==> config.mk <==
export PLATFORM = sky130hd
export DESIGN_NAME = counter_fsm_mod
export DESIGN_NICKNAME = d
export VERILOG_FILES = /design/src/rtl/counter_fsm_mod.sv
export SDC_FILE = /design/constraint.sdc
export NUM_CORES = 1
export LEC_CHECK = 0
export CELL_PAD_IN_SITES_DETAIL_PLACEMENT = 1
export CELL_PAD_IN_SITES_GLOBAL_PLACEMENT = 1
export CORE_ASPECT_RATIO = 1.5
export CORE_UTILIZATION = 34
export DETAILED_ROUTE_END_ITERATION = 8
export PLACE_DENSITY_LB_ADDON = 0.08
export SETUP_SLACK_MARGIN = 0.5
export SLEW_MARGIN = 10
export SYNTH_ARGS = -nofsm -noshare
export SYNTH_HDL_FRONTEND = slang
export SYNTH_SLANG_ARGS = --single-unit
export TNS_END_PERCENT = 20
==> constraint.sdc <==
create_clock -name clk -period 2.2 [get_ports clk]
set_input_delay 0.66 -clock clk [delete_from_list [all_inputs] [get_ports clk]]
set_output_delay 0.66 -clock clk [all_outputs]
set_load 0.05 [all_outputs]
==> src/rtl/counter_fsm_mod.sv <==
// Up/down counter with programmable terminal value, synchronous load and
// selectable boundary behaviour (wrap / saturate / trap), all outputs registered.
module counter_fsm_mod #(
  parameter int N = 8
) (
  input  logic         clk,
  input  logic         reset,
  input  logic         en,
  input  logic         up_dn,
  input  logic         load,
  input  logic [N-1:0] load_val,
  input  logic [N-1:0] limit,
  input  logic [1:0]   mode,
  input  logic         clr_ovf,
  output logic [N-1:0] count,
  output logic [1:0]   state,
  output logic         tc,
  output logic         ovflw
);

  localparam logic [1:0] S_IDLE = 2'd0;
  localparam logic [1:0] S_UP   = 2'd1;
  localparam logic [1:0] S_DOWN = 2'd2;
  localparam logic [1:0] S_TRAP = 2'd3;

  localparam logic [1:0] M_SAT  = 2'b01;
  localparam logic [1:0] M_TRAP = 2'b10;

  logic [1:0]   state_n;
  logic [N-1:0] count_n;
  logic         tc_n;
  logic         ovflw_n;
  logic         at_top;
  logic         at_bot;
  logic         step;
  logic         boundary;

  // at_top uses >= so a limit lowered below count still triggers a boundary
  assign at_top   = (count >= limit);
  assign at_bot   = (count == '0);
  assign step     = !load && (state != S_TRAP) && en;
  assign boundary = step && (up_dn ? at_top : at_bot);

  always_ff @(posedge clk or posedge reset) begin
    if (reset) begin
      state <= S_IDLE;
      count <= '0;
      tc    <= 1'b0;
      ovflw <= 1'b0;
    end else begin
      state <= state_n;
      count <= count_n;
      tc    <= tc_n;
      ovflw <= ovflw_n;
    end
  end

  always_comb begin
    state_n = state;
    if (load)
      state_n = S_IDLE;
    else if (state == S_TRAP)
      state_n = clr_ovf ? S_IDLE : S_TRAP;
    else if (!en)
      state_n = S_IDLE;
    else if (up_dn)
      state_n = (at_top && mode == M_TRAP) ? S_TRAP : S_UP;
    else
      state_n = (at_bot && mode == M_TRAP) ? S_TRAP : S_DOWN;
  end

  always_comb begin
    count_n = count;
    tc_n    = boundary;
    ovflw_n = boundary ? 1'b1 : (clr_ovf ? 1'b0 : ovflw);
    if (load) begin
      count_n = (load_val > limit) ? limit : load_val;
    end else if (step) begin
      if (up_dn) begin
        if (!at_top)
          count_n = count + N'(1);
        else if (mode == M_SAT || mode == M_TRAP)
          count_n = limit;
        else
          count_n = '0;
      end else begin
        if (!at_bot)
          count_n = count - N'(1);
        else if (mode == M_SAT || mode == M_TRAP)
          count_n = '0;
        else
          count_n = limit;
      end
    end
  end

endmodule

; Word-level counts from Yosys, hierarchy flattened
; Index checks and enable logic that the tools add are counted.
[word_totals]
regBits = 12
inputBits = 24
output_inout_bits = 12
wordCells = 40
[classes]
addsub = 2
magnitude_cmp = 2
n_eq_ne = 4
muxes = 18
n_reduce_logical = 10
[op_table]
columns = operator, n
row1 = $mux W8, 8
row2 = $mux W2, 6
row3 = $add A8 B1 Y8 const B, 1
row4 = $ge A8 B8 Y1, 1
row5 = $gt A8 B8 Y1, 1
row6 = $logic_not A8 Y1, 1
row7 = $sub A8 B1 Y8 const B, 1
row8 = $logic_and A1 B1 Y1, 5
row9 = $eq A2 B2 Y1 const B, 2
row10 = $mux W1, 4
row11 = $reduce_bool A2 Y1, 2
row12 = $eq A2 B1 Y1 const B, 1
row13 = $ne A2 B2 Y1 const B, 1
row14 = $logic_not A1 Y1, 1
row15 = $logic_or A1 B1 Y1, 1

; Depth between registers and ports, before layout
[logic_depth]
depth_word = 7
mapped_depth = 9
ltp_nobuf = 8

; Worst setup path after synthesis
; OpenSTA, ideal clock, no wires.
[synth_timing]
path_type = register to register
start = reg count[0]
end = reg count[0]
setup_ps = 88
arrival_time_ps = 2595
required_ps = 2112
slack_ps = -482
path_stages_with_launch = 10
path_buffers = 1
period_less_slack_ps = 2682
cell_sequence = dfrtp_1 > inv_1 > ha_1 > nand2b_1 > a2111oi_2 > o31a_1 > buf_6 > a21oi_1 > a221o_1 > a22oi_1
[synth_via]
elab_chain_len = 5
word_cells_on_any_way = 9
classes_between = 2 x add/sub / 1 x order compare / 5 x mux / 1 x reduce/logical
[synth_lines]
columns = item, line_no
row1 = from (decl), 15  ; output logic [N-1:0] count,
row2 = from (signal assigned), 52  ; count <= count_n;
row3 = $sub A8 B1 Y8 (tied with other cells), 88  ; count_n = count - N'(1);
row4 = $mux W8 (on tied branches), "87, 80"
row5 = $mux W8 (*), 79  ; if (up_dn) begin
row6 = $mux W8 (*), 78  ; end else if (step) begin
row7 = $mux W8 (*), 76  ; if (load) begin
; Mark *: on every way between the ends. The rest lies on a longest branch, timed or not. The select of a mux whose other input is x is not followed.
; A chain may end at the register's enable or synchronous reset.

; Worst setup path in the final report
[layout_timing]
start = reg count[0]
end = reg count[7]
; The elaborated chain is that of the path after synthesis.

==> metrics.md <==
| Metric | Value |
|---|---|
| Final Util | `66.2%` |
| DP Wirelength | `5570 µm` |
| RSZ-0062 raised after global routing | `yes` |
| Post-synthesis cell type count | `56` |
| DRC violations left | `0` |
| Cells along the critical path | `inv_4, buf_6, ha_4, nand2b_4, a2111oi_4, buf_4, o31ai_4, nor4_1, a41oi_1, a22oi_1` |
| Antenna violations before repair | `0` |
| Total congestion overflow | `0` |
| Die W | `59.1 µm` |
| Crit path kind | `flip-flop to flip-flop` |
| Failing checks | `setup timing` |
| I/O pins | `36` |
| Total GRT Usage | `35.5%` |
| Filler Cells Inserted | `525` |
| Post-synth EDFFs | `0` |
| Placed Area | `2520 µm²` |
| Most frequent cells after synthesis | `a21oi_1 (19), ha_1 (19), nor2_1 (18)` |
| Die Ht | `87.6 µm` |
| Synth area leaders | `dfrtp_1 (18%), ha_1 (14%), a21oi_1 (5.7%)` |
| Tightest Hold Check Type | `flip-flop to flip-flop` |
| DRT Pass-1 Iters | `4` |
| Clock skew | `0.00474 ns` |
| Finished Cell Area | `3060 µm²` |
| # rows | `30` |
| Clock transition at path regs | `0.07 ns` |
| Critical Path Source Type | `flip-flop` |
| FF+latch count, synth | `12` |
| First-iteration detailed-routing DRC count | `128` |
| Vias | `between 2,000 and 2,500` |
| Layout Nets | `roughly 350` |
| Detailed Route WL | `slightly above 9000 µm` |
| Share of post-route cells with drive strength above 1 | `52.9%` |
| Die area | `approximately 5200 µm²` |
| Starting Density | `36.0%` |
| Clk Latency, worst-skew pair | `approximately 0.25 ns` |
| Multi-input logic area | `1610 µm²` |
| Seq/Total Area, Yosys | `between 10% and 20%` |
| P&R area growth vs syn | `84.1%` |
| Routed WL per cell | `between 20 and 25 µm` |
| Synthesis Warnings | `0` |
| Synth Net Count | `around 250` |
| First-pass GRT wire length | `13,300 µm` |
| Final hold violations | `0` |
| Fin crit period | `2.43 ns` |
| Mapped Cells | `206` |
| CP max FO | `4` |
| Ys async rst share | `100%` |
| CTS Sinks | `12` |
| DR vias/cell | `6.03` |
| Worst-margin pin slew | `0.614 ns` |
| CTS buffer count | `3` |
| CTS tree | `done` |
| Period utilisation layout | `110%` |
| Core box area | `4620 µm²` |
| Leak pwr | `around 1.3 nW` |
| Netlist Area Pre-Place | `1660 µm²` |
| Worst path buffer plus inverter count | `3` |
| Final Max Tran Viols | `0` |
| Avg Synthesized Cell Area | `8.06 µm²` |
| Setup WS pre-CTS | `-0.854 ns` |
| Vias in the first global route | `2,537` |
| Outcome | `complete, but fails checks` |
| Primary FF master, synth | `dfrtp_1` |
| Final setup fails | `9` |
| Largest delay share family, worst path | `compound AO/OA/AOI/OAI gates` |
| Root buf cell | `clkbuf_8` |
| Maximum vdd drop | `0.359 mV` |
| Largest stage delay, worst path | `0.43 ns` |
| Largest net degree at the start of global routing | `16` |
| Maxcap violations | `0` |
| Top cell type's share of synthesized area | `roughly 18%` |
| Worst setup margin | `-0.226 ns` |
| Final Wtd Congestion | `0.924` |
| WP data required | `around 2.3 ns` |
| PD cells | `582 nW/µm²` |
| Largest area contributor in the netlist | `dfrtp_1` |
| Upper clock frequency limit | `a little over 400 MHz` |
| Slew headroom | `59.0%` |
| CP max-delay cell | `dfrtp_2` |
| Detail Route Antenna Nets | `0` |
| Max clock buf depth | `2` |
| I/O Buffers | `35` |
| H-tree levels | `1` |
| Sequential cell area | `roughly 300 µm²` |
| Crit end category | `flip-flop` |
| ANT cells | `0` |
| CP Data Arrival Time | `2.57 ns` |
==> stage by stage <==
step	hold slack [ns]	cells	power [mW]	TNS (ns)
3_3_place_gp	0.476	352	1.17	-8.13
6_report	0.486	372	1.78	-1.36
5_1_grt	0.505	372	1.83	-1.85
4_1_cts	0.493	371	1.63	-0.158
2_1_floorplan	0.524	206	0.852	-0.407
3_5_place_dp	0.478	352	1.20	-8.91
==> registers in the layout (all words and copies together), names as in the netlist <==
name,count
tc,1
ovflw,1
count,8
state,2
==> worst paths after layout <==
check	start	end	slack (ns)	cells past startpoint
worst min register to register	ovflw	ovflw	0.49	1
worst max-delay path	count[0]	count[7]	-0.23	10
worst max register to register	count[0]	count[7]	-0.23	10
min in group asynchronous	reset	tc	0.78	2
worst min-delay path	ovflw	ovflw	0.49	1
max in group asynchronous	reset	count[3]	0.98	2
==> repair_timing <==
action | CTS | global route
setup endpoints to repair | 16 | 18
pin swaps | 32 | 13
resized for setup | 110 | 25
gates cloned | 0 | 0
hold buffers | 0 | 0
buffers inserted | 15 | 1
==> placed cells by master (no fill, tap or decap), types with 5 or more instances in the layout <==
cell / Yosys / final
a21oi_1: 19 / 16
buf_2: 0 / 6
buf_4: 2 / 68
buf_6: 3 / 13
clkdlybuf4s50_1: 0 / 7
dfrtp_1: 12 / 6
dfrtp_2: 0 / 6
ha_4: 0 / 15
inv_1: 17 / 7
inv_2: 0 / 5
mux2i_1: 8 / 6
nand2_1: 15 / 14
nand3_1: 5 / 5
nor2_1: 18 / 17
xnor2_1: 6 / 6
==> worst reg2reg max path, cell delays in order (launching register included) <==
cell and delay (ns):
dfrtp_2 0.43, inv_4 0.08, buf_6 0.10, ha_4 0.19
nand2b_4 0.15, a2111oi_4 0.42, buf_4 0.21, o31ai_4 0.07
nor4_1 0.25, a41oi_1 0.12, a22oi_1 0.29
==> layout make-up <==
cell class / count / area share (%)
multi-input combinational: 167 / 52.6
timing repair buffer: 108 / 30.3
sequential: 12 / 10.1
tap: 64 / 2.62
inverter: 17 / 2.58
clock buffer: 4 / 1.80
==> cells by family (layout without fill, tap and decap cells) <==
kind of cell / count (synthesis) / count (layout) / synth area share, %
fa+ha+maj: 19 / 19 / 14.3
buf+inv: 27 / 129 / 9.19
flops: 12 / 12 / 18.1
compound gates: 66 / 66 / 28.2
simple gates: 65 / 65 / 20.6
mux: 8 / 8 / 4.82
xor+xnor: 9 / 9 / 4.75
==> per-layer routing <==
| metal | wire, µm | track usage, % | vias to the layer above |
|---|---|---|---|
| li1 | - | - | 986 |
| met3 | 474 | 5.02 | 49 |
| met4 | 604 | 21.9 | 0 |
| met1 | 3270 | 36.5 | 1087 |
| met5 | 0 | 0 | - |
| met2 | 4840 | 65.8 | 122 |
==> where the power goes <==
group / total, mW / switching [mW] / internal [mW] / leakage [nW]
combinational: 1.22 / 0.672 / 0.545 / 1.14
clock: 0.264 / 0.105 / 0.159 / 0.0288
sequential: 0.298 / 0.0438 / 0.254 / 0.140
total: 1.78 / 0.821 / 0.958 / 1.31
No activity file was read; power rests on OpenSTA's default activity.
